### src/rtl/mul_share_arb_if.sv
// ---------------------------------------------------------------------------
// mul_share_arb_if
// Requester-side bundle of the shared-multiplier arbiter.
//
// Signals (requester i owns slice i of each packed vector):
//   req_valid [NREQ]        operand pair valid, one bit per requester
//   req_a     [NREQ*ASIZE]  operand A of requester i at [i*ASIZE +: ASIZE]
//   req_b     [NREQ*BSIZE]  operand B of requester i at [i*BSIZE +: BSIZE]
//   req_ready [NREQ]        one-hot grant, combinational
//   res_valid [NREQ]        one-hot result valid, registered
//   res_p     [PSIZE]       product, shared by all requesters
//   res_id    [IDW]         index of the result owner
//
// Modports: master = requester side, slave = arbiter side.
// ---------------------------------------------------------------------------
interface mul_share_arb_if #(
    parameter int NREQ  = 4,
    parameter int ASIZE = 17,
    parameter int BSIZE = 17,
    parameter int PSIZE = 34,
    parameter int IDW   = 3
);
    logic [NREQ-1:0]       req_valid;
    logic [NREQ*ASIZE-1:0] req_a;
    logic [NREQ*BSIZE-1:0] req_b;
    logic [NREQ-1:0]       req_ready;
    logic [NREQ-1:0]       res_valid;
    logic [PSIZE-1:0]      res_p;
    logic [IDW-1:0]        res_id;

    modport master (
        output req_valid, req_a, req_b,
        input  req_ready, res_valid, res_p, res_id
    );

    modport slave (
        input  req_valid, req_a, req_b,
        output req_ready, res_valid, res_p, res_id
    );
endinterface

### src/rtl/mul_share_arb.sv
// ---------------------------------------------------------------------------
// mul_share_arb
// Shares one pipelined signed multiplier (PIPE_LAT result registers, no
// input/output register) among NREQ requesters. A round-robin arbiter picks
// at most one operand pair per cycle, a tag pipeline follows the operands
// through the multiplier, and each product is returned to its owner with a
// one-hot valid PIPE_LAT+2 cycles after the handshake.
//
// Ports:
//   clk      system clock
//   rst_n    synchronous active-low reset
//   en       1 = new grants allowed, 0 = drain only
//   bus      requester bundle (slave side): req_valid/req_a/req_b/req_ready,
//            res_valid/res_p/res_id
//   mul_rst  multiplier reset (active high), registered copy of ~rst_n
//   mul_a    operand A to the multiplier, registered
//   mul_b    operand B to the multiplier, registered
//   mul_p    product from the multiplier
//   busy     registered OR of all tag-stage valid bits
// ---------------------------------------------------------------------------
module mul_share_arb #(
    parameter int NREQ     = 4,
    parameter int ASIZE    = 17,
    parameter int BSIZE    = 17,
    parameter int PSIZE    = 34,
    parameter int PIPE_LAT = 3,
    parameter int IDW      = 3
) (
    input  logic              clk,
    input  logic              rst_n,
    input  logic              en,
    mul_share_arb_if.slave    bus,
    output logic              mul_rst,
    output logic [ASIZE-1:0]  mul_a,
    output logic [BSIZE-1:0]  mul_b,
    input  logic [PSIZE-1:0]  mul_p,
    output logic              busy
);

    // Round-robin pointer: index of the most recently granted requester.
    logic [IDW-1:0]   ptr;

    logic             found_hi;
    logic             found_lo;
    logic [IDW-1:0]   hi_id;
    logic [IDW-1:0]   lo_id;
    logic [IDW-1:0]   grant_id;
    logic             xfer;
    logic [NREQ-1:0]  grant;
    logic [ASIZE-1:0] grant_a;
    logic [BSIZE-1:0] grant_b;

    // Tag pipeline: stage k travels alongside the multiplier's k-th register.
    logic [PIPE_LAT:0] tag_valid;
    logic [IDW-1:0]    tag_id [PIPE_LAT+1];

    logic [NREQ-1:0]  res_onehot;
    logic [NREQ-1:0]  res_valid_q;
    logic [PSIZE-1:0] res_p_q;
    logic [IDW-1:0]   res_id_q;

    // Round-robin search split in two passes: first the requesters above
    // ptr, then (wrapping) from index 0 upward. The first hit of the upper
    // pass wins; otherwise the lowest valid requester overall wins, which is
    // exactly the wrapped continuation of the search.
    always_comb begin
        found_hi = 1'b0;
        found_lo = 1'b0;
        hi_id    = '0;
        lo_id    = '0;
        for (int i = 0; i < NREQ; i++) begin
            if (bus.req_valid[i] && !found_hi && (IDW'(i) > ptr)) begin
                found_hi = 1'b1;
                hi_id    = IDW'(i);
            end
            if (bus.req_valid[i] && !found_lo) begin
                found_lo = 1'b1;
                lo_id    = IDW'(i);
            end
        end
        grant_id = found_hi ? hi_id : lo_id;
        xfer     = en && (found_hi || found_lo);
    end

    // One-hot grant plus operand mux; operands of a non-granted cycle are 0
    // so the multiplier sees a clean zero when idle.
    always_comb begin
        grant   = '0;
        grant_a = '0;
        grant_b = '0;
        for (int i = 0; i < NREQ; i++) begin
            if (xfer && (grant_id == IDW'(i))) begin
                grant[i] = 1'b1;
                grant_a  = bus.req_a[i*ASIZE +: ASIZE];
                grant_b  = bus.req_b[i*BSIZE +: BSIZE];
            end
        end
    end

    // The last tag stage lines up with mul_p; decode its owner to one-hot.
    always_comb begin
        res_onehot = '0;
        for (int i = 0; i < NREQ; i++) begin
            if (tag_valid[PIPE_LAT] && (tag_id[PIPE_LAT] == IDW'(i))) begin
                res_onehot[i] = 1'b1;
            end
        end
    end

    // All state in one block. Reset discards every in-flight tag, so no
    // result is reported for operations issued before the reset.
    always_ff @(posedge clk) begin
        mul_rst <= ~rst_n;
        if (!rst_n) begin
            ptr         <= IDW'(NREQ-1);
            mul_a       <= '0;
            mul_b       <= '0;
            tag_valid   <= '0;
            for (int k = 0; k <= PIPE_LAT; k++) begin
                tag_id[k] <= '0;
            end
            res_valid_q <= '0;
            res_p_q     <= '0;
            res_id_q    <= '0;
            busy        <= 1'b0;
        end else begin
            if (xfer) begin
                ptr <= grant_id;
            end
            mul_a     <= grant_a;
            mul_b     <= grant_b;
            tag_valid <= {tag_valid[PIPE_LAT-1:0], xfer};
            tag_id[0] <= grant_id;
            for (int k = 1; k <= PIPE_LAT; k++) begin
                tag_id[k] <= tag_id[k-1];
            end
            busy        <= |tag_valid;
            res_valid_q <= res_onehot;
            if (tag_valid[PIPE_LAT]) begin
                res_p_q  <= mul_p;
                res_id_q <= tag_id[PIPE_LAT];
            end
        end
    end

    assign bus.req_ready = grant;
    assign bus.res_valid = res_valid_q;
    assign bus.res_p     = res_p_q;
    assign bus.res_id    = res_id_q;

endmodule

### src/flat_wrapper.sv
// flat-port wrapper written by rule: the top's interface ports become plain ports
module mul_share_arb_flat 
#(
    parameter int NREQ     = 4,
    parameter int ASIZE    = 17,
    parameter int BSIZE    = 17,
    parameter int PSIZE    = 34,
    parameter int PIPE_LAT = 3,
    parameter int IDW      = 3
)
  (clk, rst_n, en, mul_rst, mul_a, mul_b, mul_p, busy, bus_req_valid, bus_req_a, bus_req_b, bus_req_ready, bus_res_valid, bus_res_p, bus_res_id);
  mul_share_arb_if #(.NREQ(NREQ), .ASIZE(ASIZE), .BSIZE(BSIZE), .PSIZE(PSIZE), .IDW(IDW)) bus_i ();
  input  logic clk;
  input  logic rst_n;
  input  logic en;
  output logic mul_rst;
  output logic [ASIZE-1:0] mul_a;
  output logic [BSIZE-1:0] mul_b;
  input  logic [PSIZE-1:0] mul_p;
  output logic busy;
  input wire logic [$bits(bus_i.req_valid)-1:0] bus_req_valid;
  input wire logic [$bits(bus_i.req_a)-1:0] bus_req_a;
  input wire logic [$bits(bus_i.req_b)-1:0] bus_req_b;
  output wire logic [$bits(bus_i.req_ready)-1:0] bus_req_ready;
  output wire logic [$bits(bus_i.res_valid)-1:0] bus_res_valid;
  output wire logic [$bits(bus_i.res_p)-1:0] bus_res_p;
  output wire logic [$bits(bus_i.res_id)-1:0] bus_res_id;
  assign bus_i.req_valid = bus_req_valid;
  assign bus_i.req_a = bus_req_a;
  assign bus_i.req_b = bus_req_b;
  assign bus_req_ready = bus_i.req_ready;
  assign bus_res_valid = bus_i.res_valid;
  assign bus_res_p = bus_i.res_p;
  assign bus_res_id = bus_i.res_id;
  mul_share_arb #(.NREQ(NREQ), .ASIZE(ASIZE), .BSIZE(BSIZE), .PSIZE(PSIZE), .PIPE_LAT(PIPE_LAT), .IDW(IDW)) u_core (.clk(clk), .rst_n(rst_n), .en(en), .bus(bus_i), .mul_rst(mul_rst), .mul_a(mul_a), .mul_b(mul_b), .mul_p(mul_p), .busy(busy));
endmodule
### config.mk
export PLATFORM = sky130hd
export DESIGN_NAME = mul_share_arb_flat
export DESIGN_NICKNAME = d
export VERILOG_FILES = /design/src/rtl/mul_share_arb_if.sv /design/src/rtl/mul_share_arb.sv /design/src/flat_wrapper.sv
export SDC_FILE = /design/constraint.sdc
export NUM_CORES = 1
export LEC_CHECK = 0
export BUFFER_PORTS_ARGS = -buffer_cell sky130_fd_sc_hd__buf_2
export CORE_MARGIN = 2
export CORE_UTILIZATION = 40
export CTS_CLUSTER_SIZE = 8
export DETAILED_ROUTE_END_ITERATION = 6
export GPL_TIMING_DRIVEN = 0
export PLACE_DENSITY_LB_ADDON = 0.15
export SYNTH_ARGS = -nofsm -noshare
export SYNTH_HDL_FRONTEND = slang
export SYNTH_SLANG_ARGS = --single-unit
### constraint.sdc
create_clock -name clk -period 2.5 [get_ports clk]
set_input_delay 0.375 -clock clk [delete_from_list [all_inputs] [get_ports clk]]
set_output_delay 0.375 -clock clk [all_outputs]
set_load 0.01 [all_outputs]
; Yosys cells after proc, flatten, opt, wreduce, memory -nomap -nowiden
; Memory sizes are Yosys's and may differ from the RTL's.
; Index checks and enable logic that the tools add are counted.
[word_totals]
regBits = 84
latchBits = 0
ramBits = 12
rom_bits = 0
inputBits = 177
out_inout_bits = 81
word_cells = 91
memories = 1
[classes]
addsub = 0
n_mul = 0
n_div = 0
n_lt_le_gt_ge = 4
eq_ne = 6
shift = 0
muxes = 37
bitwise_logic = 5
n_reduce_logical = 29
[memory_table]
columns = name, depth, width, rd, rd_ports_with_merged_regs, write_ports, line
row1 = u_core.tag_id, 4, 3, 4, 0, 4, mul_share_arb.sv:55  ; logic [IDW-1:0] tag_id [PIPE_LAT+1];
[ops]
columns = cell, count
row1 = $mux W17, 8
row2 = $mux W1, 20
row3 = $logic_and A1 B1 Y1, 19
row4 = $eq A3 B2 Y1 const B, 4
row5 = $mux W3, 4
row6 = $mux W2, 5
row7 = $eq A3 B1 Y1 const B, 2
row8 = $gt A1 B3 Y1 const A, 2
row9 = $gt A2 B3 Y1 const A, 2
row10 = $logic_not A1 Y1, 6
row11 = $logic_not A3 Y1, 2
row12 = $or A1 B1 Y1, 4
row13 = $reduce_or A4 Y1, 1
row14 = $logic_or A1 B1 Y1, 1
row15 = $not A1 Y1, 1

; Longest topological paths before layout
; Gate-level depths: netlist of the first run.
[depth]
depth_word = 22
depth_mapped = 8
mapped_depth_nobuf = 5

; Worst setup path after synthesis of the first run
; Ideal clock, no wire load.
[synth_path]
path_kind = input to output
from = input bus_req_valid[0]
to = output bus_req_ready[2]
arrival_time_ns = 1.580
t_required_ns = 2.125
path_slack_ns = 0.545
cell_stages = 6
path_buffers = 2
path_cell_list = nor2_2 -> o21ai_1 -> or3b_1 -> clkbuf_1 -> clkbuf_1 -> nor2_1
[synth_via]
elab_chain_len = 18
elab_cells_between_ends = 36
cone_classes = 1 x eq/ne / 16 x mux / 19 x reduce/logical
[synth_rtl]
columns = item, line
row1 = "start, declared", flat_wrapper.sv:21  ; input wire logic [$bits(bus_i.req_valid)-1:0] bus_req_valid;
row2 = $logic_and A1 B1 Y1, mul_share_arb.sv:72  ; if (bus.req_valid[i] && !found_hi && (IDW'(i) > ptr)) begin
row3 = $mux W1, mul_share_arb.sv:72
row4 = $logic_not A1 Y1, mul_share_arb.sv:72
row5 = $logic_and A1 B1 Y1 (2 in series), mul_share_arb.sv:72
row6 = $mux W1, mul_share_arb.sv:72
row7 = $logic_not A1 Y1, mul_share_arb.sv:72
row8 = $logic_and A1 B1 Y1 (2 in series), mul_share_arb.sv:72
row9 = $mux W1, mul_share_arb.sv:72
row10 = $logic_not A1 Y1, mul_share_arb.sv:72
row11 = $logic_and A1 B1 Y1 (2 in series), mul_share_arb.sv:72
row12 = $mux W2 or $mux W1 (tied branches), mul_share_arb.sv:72
row13 = $mux W2 or $logic_or A1 B1 Y1 (tied branches), "mul_share_arb.sv:81, mul_share_arb.sv:82"
row14 = $eq A3 B2 Y1 or $logic_and A1 B1 Y1 (tied branches), "mul_share_arb.sv:92, mul_share_arb.sv:82"
row15 = $logic_and A1 B1 Y1 *, mul_share_arb.sv:92  ; if (xfer && (grant_id == IDW'(i))) begin
row16 = $mux W1 *, mul_share_arb.sv:92
row17 = "end, declared", flat_wrapper.sv:24  ; output wire logic [$bits(bus_i.req_ready)-1:0] bus_req_ready;
; Every way passes the cells marked *; elsewhere a longest branch is shown, timed or not.

; Final worst setup path of the first run
[layout_path]
from = register u_core.ptr[1]
to = output bus_req_ready[1]
[layout_via]
elab_chain_len = 19
elab_cells_between_ends = 27
cone_classes = 4 x order compare / 1 x eq/ne / 9 x mux / 13 x reduce/logical
[layout_rtl]
columns = item, line
row1 = "start, declared", mul_share_arb.sv:41  ; logic [IDW-1:0] ptr;
row2 = "start signal, assigned", mul_share_arb.sv:115  ; ptr <= IDW'(NREQ-1);
row3 = "start signal, assigned", mul_share_arb.sv:128  ; ptr <= grant_id;
row4 = $gt A1 B3 Y1, mul_share_arb.sv:72
row5 = $logic_and A1 B1 Y1, mul_share_arb.sv:72
row6 = $mux W1, mul_share_arb.sv:72
row7 = $logic_not A1 Y1, mul_share_arb.sv:72
row8 = $logic_and A1 B1 Y1 (2 in series), mul_share_arb.sv:72
row9 = $mux W1, mul_share_arb.sv:72
row10 = $logic_not A1 Y1, mul_share_arb.sv:72
row11 = $logic_and A1 B1 Y1 (2 in series), mul_share_arb.sv:72
row12 = $mux W1, mul_share_arb.sv:72
row13 = $logic_not A1 Y1, mul_share_arb.sv:72
row14 = $logic_and A1 B1 Y1 (2 in series), mul_share_arb.sv:72
row15 = $mux W2 or $mux W1 (tied branches), mul_share_arb.sv:72
row16 = $mux W2 or $logic_or A1 B1 Y1 (tied branches), "mul_share_arb.sv:81, mul_share_arb.sv:82"
row17 = $eq A3 B1 Y1 or $logic_and A1 B1 Y1 (tied branches), "mul_share_arb.sv:92, mul_share_arb.sv:82"
row18 = $logic_and A1 B1 Y1 *, mul_share_arb.sv:92
row19 = $mux W1 *, mul_share_arb.sv:92
; Marked as above.

==> impl_metrics.json, run 1 <==
{
  "rows": 37,
  "route.detailed.wl_per_inst_um": 14.77,
  "critPathTopFamily": "buffers and inverters",
  "cts_inserted_buffers": 9,
  "syn_area_um2": 4145,
  "synth-edff-count": 0,
  "maxCapViolations": 0,
  "grt_max_degree": 17,
  "min_period_ns": 2.350,
  "ctsHoldBuffers": 0,
  "clkPwrFrac_pct": 33.4,
  "antenna_found_initial": 1,
  "wirelength_um": 12220,
  "fin_nets": 863,
  "rsz0062_at_grt": "no",
  "endpoint_kind": "primary output",
  "drtAntennaViolNets": 0,
  "clock_latency_ns": 0.36,
  "ys.flop_type": "dfxtp_1",
  "synthArstFlopShare_pct": 0,
  "finalSetupViolCount": 0,
  "netlist_instances": 422,
  "maxSlewHeadroom_pct": 53.91,
  "start_util_pct": 40.70,
  "ir_drop_mv": 0.2993,
  "run_status": "complete, no violations",
  "die_area_um2": 11190,
  "dpl.hpwl_um": 9470,
  "grt_pass1_wl_um": 19000,
  "final_layout_size_suffix_gt1_share_pct": 45.59,
  "synth_nets": 599,
  "fin_tns_setup_ns": 0,
  "p_comb_share_pct": 21.6,
  "gp_congestion": 0.8423,
  "avgSynthCellArea_um2": 9.823,
  "ys.warnings.count": 0,
  "hold_viol": 0,
  "fillCellCount": 984,
  "switchingPower_uw": 936.1,
  "slowest_stage": "dfxtp_1",
  "report.final.slew_viol_count": 0,
  "pre_cts_ws_ns": 0.1341,
  "crit_required_ns": 2.12,
  "hold_path_class": "input pin to register",
  "ctsRootBufferMaster": "clkbuf_8",
  "finClkSkew_ns": 0.01103,
  "io_pins": 258,
  "io_buffers": 255,
  "num_antenna_cells": 0,
  "synth_cell_types": 44,
  "fp.coreArea_um2": 10180,
  "vias_per_cell": 4.850,
  "crit_chain": "buf_6 > mux2_4 > a22oi_4 > o2bb2ai_1 > clkbuf_4 > nor2_1 > buf_2",
  "die_w_um": 105.8,
  "die_y_um": 105.8,
  "vias": 4011,
  "grt_pass1_vias": 4073,
  "drc_errors": 0,
  "tritoncts": "done",
  "slowest_delay_ns": 0.33,
  "cp_max_fo": 10,
  "synth-seq-area-share_pct": 43.47,
  "p_sw_share_pct": 27.66,
  "p_total_uw": 3384,
  "cts_max_level": 3,
  "static-leakage-power_uw": 0.003066,
  "dr.pass1.iters": 4,
  "path_class": "register to primary output",
  "grt.total_usage_pct": 21.37,
  "clockBufferDepth": 2,
  "max_clock_freq_ghz": 0.4255,
  "worst_slack_ns": 0.1497,
  "cts_num_sinks": 90,
  "worstPathArrival_ns": 1.98,
  "areaGrowthSynthToFinish_pct": 40.57,
  "ys_ff_latch": 90,
  "power_frac_seq_pct": 45.0,
  "drt_iter0_drc": 171,
  "internal_power_uw": 2448,
  "power.density_nw_per_um2": 580.8,
  "clk_pin_slew_worst_paths_ns": 0.10,
  "overflow": 0,
  "cp_num_buf_inv": 3,
  "tightestPinTransition_ns": 0.6913,
  "period_share_pct": 94.01,
  "startpoint_type": "register"
}
[per-stage QoR]
stage | util (%) | hold WS [ns] | std cells | instance area [um2]
after floorplan | - | 0.4119 | 422 | 4145
after CTS | 57.13 | 0.2367 | 828 | 5818
after global placement | 54.90 | 0.4137 | 813 | 5592
after detailed placement | 54.90 | 0.4185 | 813 | 5592
final | 57.21 | 0.2519 | 827 | 5827
after global routing | 57.21 | 0.2454 | 827 | 5827
[tightest hold or removal path, cell delays in order]
cell     delay [ns]
buf_2          0.08
mux2i_1        0.05
nor2_1         0.07
[power groups by stage]
stage | Sequential [uW] | Clock (uW) | Combinational [uW]
6_report | 1520 | 1130 | 730
2_1_floorplan | 1590 | 0 | 396
3_5_place_dp | 1560 | 0 | 728
4_1_cts | 1520 | 1160 | 731
3_3_place_gp | 1560 | 0 | 715
5_1_grt | 1530 | 1230 | 796
[per-layer routing]
| layer | global-route usage [%] | part of all wire (%) |
|---|---|---|
| met1 | 24.19 | 41 |
| met4 | 8.459 | 2.2 |
| met3 | 5.380 | 7.0 |
| met2 | 38.29 | 50 |
| met5 | 0 | 0.11 |
[cells in the final DEF, fill, tap and decap left out, types with 3 or more instances in the layout]
cell type	n
o221a_1	15
buf_2	260
inv_1	20
a21oi_1	3
clkbuf_1	17
clkbuf_8	9
dfxtp_1	90
o211a_1	19
o221ai_1	19
nand2_1	57
mux2i_1	50
buf_6	3
nor2_1	41
buf_1	5
mux2_4	19
and2_1	9
o21a_1	15
[layout make-up]
class / count / area, um2 / area share (%)
Multi-Input combinational cell: 273 / 2097 / 35.99
Sequential cell: 90 / 1802 / 30.92
Timing Repair Buffer: 256 / 1284 / 22.03
Tap cell: 136 / 170.2 / 2.920
Buffer: 33 / 162.7 / 2.791
Clock buffer: 10 / 127.6 / 2.190
Clock inverter: 6 / 97.59 / 1.675
Inverter: 23 / 86.33 / 1.482
[cell families after synthesis]
group	count (synthesis)	share of synthesized area [%]
and+or+nand+nor	123	13.34
DFF	90	43.47
AOI/OAI and AO/OA	79	17.72
muxes	70	19.23
buffers and inverters	59	6.158
other	1	0.09047
[synth_stat cells, drive strengths merged, types with 2 or more instances]
library cell | number | area [um2]
a21oi | 3 | 15.01
nor3 | 2 | 10.01
buf | 15 | 90.09
o211a | 19 | 190.2
nand2 | 59 | 231.5
nor2 | 42 | 160.2
a21boi | 2 | 18.77
o221ai | 19 | 166.4
clkbuf | 21 | 78.83
dfxtp | 90 | 1802
and2 | 9 | 56.30
nor3b | 3 | 38.79
inv | 22 | 82.58
o21a | 15 | 112.6
mux2i | 50 | 500.5
mux2 | 20 | 296.5
o221a | 15 | 168.9
[sequential cells by signal, indices dropped and copies added (netlist names), 2 cells and up]
| signal | flops |
|---|---|
| u_core.tag_id | 8 |
| u_core.mul_b | 17 |
| u_core.bus.res_p | 34 |
| u_core.bus.res_id | 2 |
| u_core.ptr | 2 |
| u_core.bus.res_valid | 4 |
| u_core.tag_valid | 4 |
| u_core.mul_a | 17 |
[final timing paths]
check / start / end / slack [ns] / depth (start not counted)
worst min register to register: u_core.tag_id[0][1]$_SDFF_PN0_ / u_core.tag_id[0][4]$_SDFF_PN0_ / 0.44 / 1
worst min-delay path: mul_p[20] / u_core.bus.res_p[20]$_SDFFE_PN0P_ / 0.25 / 3
worst max register to register: u_core.ptr[1]$_SDFFE_PN1P_ / u_core.mul_a[11]$_SDFF_PN0_ / 0.47 / 7
worst max-delay path: u_core.ptr[1]$_SDFFE_PN1P_ / bus_req_ready[1] / 0.15 / 7
[timing repair]
item	in CTS	in global routing
endpoints found under the hold margin	0	0
pin swaps	1	0
setup buffers	1	0
endpoints found under the setup margin	3	4
resized for setup	1	8
(Power assumes the default switching activity.)
==> inputs of run 2 (changes only) <==
--- a/config.mk
+++ b/config.mk
@@ -6,7 +6,8 @@
 export NUM_CORES = 1
 export LEC_CHECK = 0
-export BUFFER_PORTS_ARGS = -buffer_cell sky130_fd_sc_hd__buf_2
+export BUFFER_PORTS_ARGS = -buffer_cell sky130_fd_sc_hd__buf_4
 export CORE_MARGIN = 2
 export CORE_UTILIZATION = 40
+export CTS_BUF_LIST = sky130_fd_sc_hd__clkbuf_2 sky130_fd_sc_hd__clkbuf_4 sky130_fd_sc_hd__clkbuf_8
 export CTS_CLUSTER_SIZE = 8
 export DETAILED_ROUTE_END_ITERATION = 6
==> constraint.sdc (replaced) <==
create_clock -name clk -period 2.5 [get_ports clk]
set_input_delay 0.375 -clock clk [delete_from_list [all_inputs] [get_ports clk]]
set_output_delay 0.375 -clock clk [all_outputs]
set_load 0.02 [all_outputs]
==> run 2 against run 1 <==
Net effect:
- clock skew is 0.0059 ns higher
- register-to-register slack about the same
- power increased by 4.6%
- cell area grew 11%
- count of clock-buffer cells in the layout stayed put
- first-iteration DRC count is 4.1% higher
- via count is 1.1% higher
- largest power group unchanged
- highest routed layer is now met4
==> impl_metrics.json, run 2 (synthesis results as in run 1) <==
{
  "overflow": 0,
  "cp_num_buf_inv": 3,
  "internal_power_uw": 2572,
  "r2r_cells": 7,
  "die_y_um": 105.8,
  "drt-met1-wl_um": 4943,
  "crit_cells": 7,
  "final_cell_mix": "257 x buf_4, 90 x dfxtp_1, 57 x nand2_1",
  "num_antenna_cells": 0,
  "wirelength_um": 12350,
  "crit_required_ns": 2.12,
  "startpoint": "u_core.ptr[1]$_SDFFE_PN1P_",
  "ctsRootBufferMaster": "clkbuf_8",
  "die_area_um2": 11190,
  "clk_pin_slew_worst_paths_ns": 0.10,
  "rsz0062_at_grt": "no",
  "clock_latency_ns": 0.35,
  "antenna_found_initial": 0,
  "cts_max_level": 3,
  "finalSetupViolCount": 0,
  "grt_pass1_wl_um": 19710,
  "clkPwrFrac_pct": 31.7,
  "max_clock_freq_ghz": 0.4280,
  "maxCapViolations": 0,
  "startpoint_type": "register",
  "start_util_pct": 40.70,
  "final_common_cell": "buf_4",
  "clockBufferDepth": 2,
  "worstPathArrival_ns": 1.96,
  "grt_pass1_vias": 4119,
  "ir_drop_mv": 0.3584,
  "areaGrowthSynthToFinish_pct": 56.32,
  "io_buffers": 255,
  "slowest_stage": "dfxtp_1",
  "crit_end": "bus_req_ready[2]",
  "highest_layer": "met4",
  "grt.total_usage_pct": 21.96,
  "static-leakage-power_uw": 0.003229,
  "r2r_start": "u_core.ptr[1]$_SDFFE_PN1P_",
  "report.final.slew_viol_count": 0,
  "vias_per_cell": 4.896,
  "run_status": "complete, no violations",
  "vias": 4054,
  "dr_wl_met3_um": 938,
  "min_period_ns": 2.336,
  "final_layout_size_suffix_gt1_share_pct": 45.81,
  "cts_num_sinks": 90,
  "maxSlewHeadroom_pct": 51.57,
  "fin_nets": 864,
  "path_class": "register to primary output",
  "cp_max_fo": 10,
  "tightestPinTransition_ns": 0.7264,
  "p_sw_share_pct": 27.37,
  "drtAntennaViolNets": 0,
  "largest_reg_flops": 34,
  "drt_iter0_drc": 178,
  "period_share_pct": 93.46,
  "endpoint_kind": "primary output",
  "grt_max_degree": 17,
  "fin_tns_setup_ns": 0,
  "die_w_um": 105.8,
  "dr.pass1.iters": 4,
  "reg2reg_slack_ns": 0.46,
  "io_pins": 258,
  "power.density_nw_per_um2": 546.5,
  "finalCoreUtilization_pct": 63.62,
  "crit_chain": "buf_6 > mux2_4 > a22oi_4 > nand2_4 > clkbuf_2 > nor2_1 > buf_4",
  "power_frac_seq_pct": 43.1,
  "cts_inserted_buffers": 9,
  "switchingPower_uw": 969.3,
  "dpl.hpwl_um": 9776,
  "tritoncts": "done",
  "finClkSkew_ns": 0.01698,
  "wl_met2_um": 6302,
  "drc_errors": 0,
  "fp.coreArea_um2": 10180,
  "critPathTopFamily": "buffers and inverters",
  "hold_path_class": "input pin to register",
  "rows": 37,
  "slowest_delay_ns": 0.33,
  "reg2reg_to": "u_core.mul_a[11]$_SDFF_PN0_",
  "route.detailed.wl_per_inst_um": 14.91,
  "gp_congestion": 0.8264,
  "p_comb_share_pct": 25.2,
  "hold_viol": 0
}
[run 2: cell types whose count changed in the layout (fill, tap and decap cells not counted)]
cell / delta
buf_4: +255
clkbuf_4: +1
buf_2: -255
clkbuf_1: -1
buf_6: +1
[run 2: repair_timing]
item	CTS	global route
setup endpoints to repair	3	4
gates resized for setup	3	10
setup buffers	0	1
hold buffers	0	0
pin swaps	0	1
[run 2: worst reg2reg max path, stage by stage, from the launching register on]
cell	delay [ns]
dfxtp_1	0.33
buf_6	0.13
mux2_4	0.31
a22oi_4	0.20
o2bb2ai_1	0.18
clkbuf_1	0.41
o221ai_1	0.19
o211a_1	0.18
[run 2: metrics by stage]
stage / power [uW] / hold slack (ns) / instance area (um2) / setup slack [ns] / instances
floorplan: 2036 / 0.4119 / 4145 / 0.4227 / 422
global placement: 2433 / 0.4147 / 6230 / 0.1390 / 813
detailed placement: 2447 / 0.4179 / 6230 / 0.1023 / 813
CTS: 3561 / 0.2438 / 6464 / -0.01327 / 829
global route: 3706 / 0.2355 / 6480 / 0.008924 / 828
finish: 3542 / 0.2520 / 6480 / 0.1636 / 828
[run 2: per-layer routing]
metal	global-route usage [%]	vias to the layer above
li1	-	2002
met1	25.75	1873
met2	39.82	165
met3	5.875	14
met4	5.075	0
met5	0	-
[run 2: how the worst min path moves through the flow]
stage,start,end,slack [ns],depth (start not counted)
finish,mul_p[5],u_core.bus.res_p[5]$_SDFFE_PN0P_,0.25,3
global route,mul_p[27],u_core.bus.res_p[27]$_SDFFE_PN0P_,0.24,3
CTS,mul_p[5],u_core.bus.res_p[5]$_SDFFE_PN0P_,0.24,3
detailed placement,u_core.tag_id[0][1]$_SDFF_PN0_,u_core.tag_id[0][4]$_SDFF_PN0_,0.42,1
global placement,u_core.tag_id[0][4]$_SDFF_PN0_,u_core.tag_id[0][7]$_SDFF_PN0_,0.41,1
floorplan,u_core.tag_id[0][7]$_SDFF_PN0_,u_core.tag_id[0][10]$_SDFF_PN0_,0.41,1
[run 2: power groups by stage]
stage                     Combinational, uW  Sequential [uW]  Clock (uW)
after CTS                               891             1530        1140
after detailed placement                887             1560           0
final                                   892             1530        1120
after global placement                  874             1560           0
after floorplan                         401             1640           0
after global routing                    964             1530        1210
[run 2: cell type report]
cell class | count | area (um2)
Fill cell | 909 | 3705
Multi-Input combinational cell | 273 | 2097
Timing Repair Buffer | 256 | 1922
Sequential cell | 90 | 1802
Buffer | 34 | 173.9
Tap cell | 136 | 170.2
Clock buffer | 10 | 131.4
Clock inverter | 6 | 97.59
Inverter | 23 | 86.33
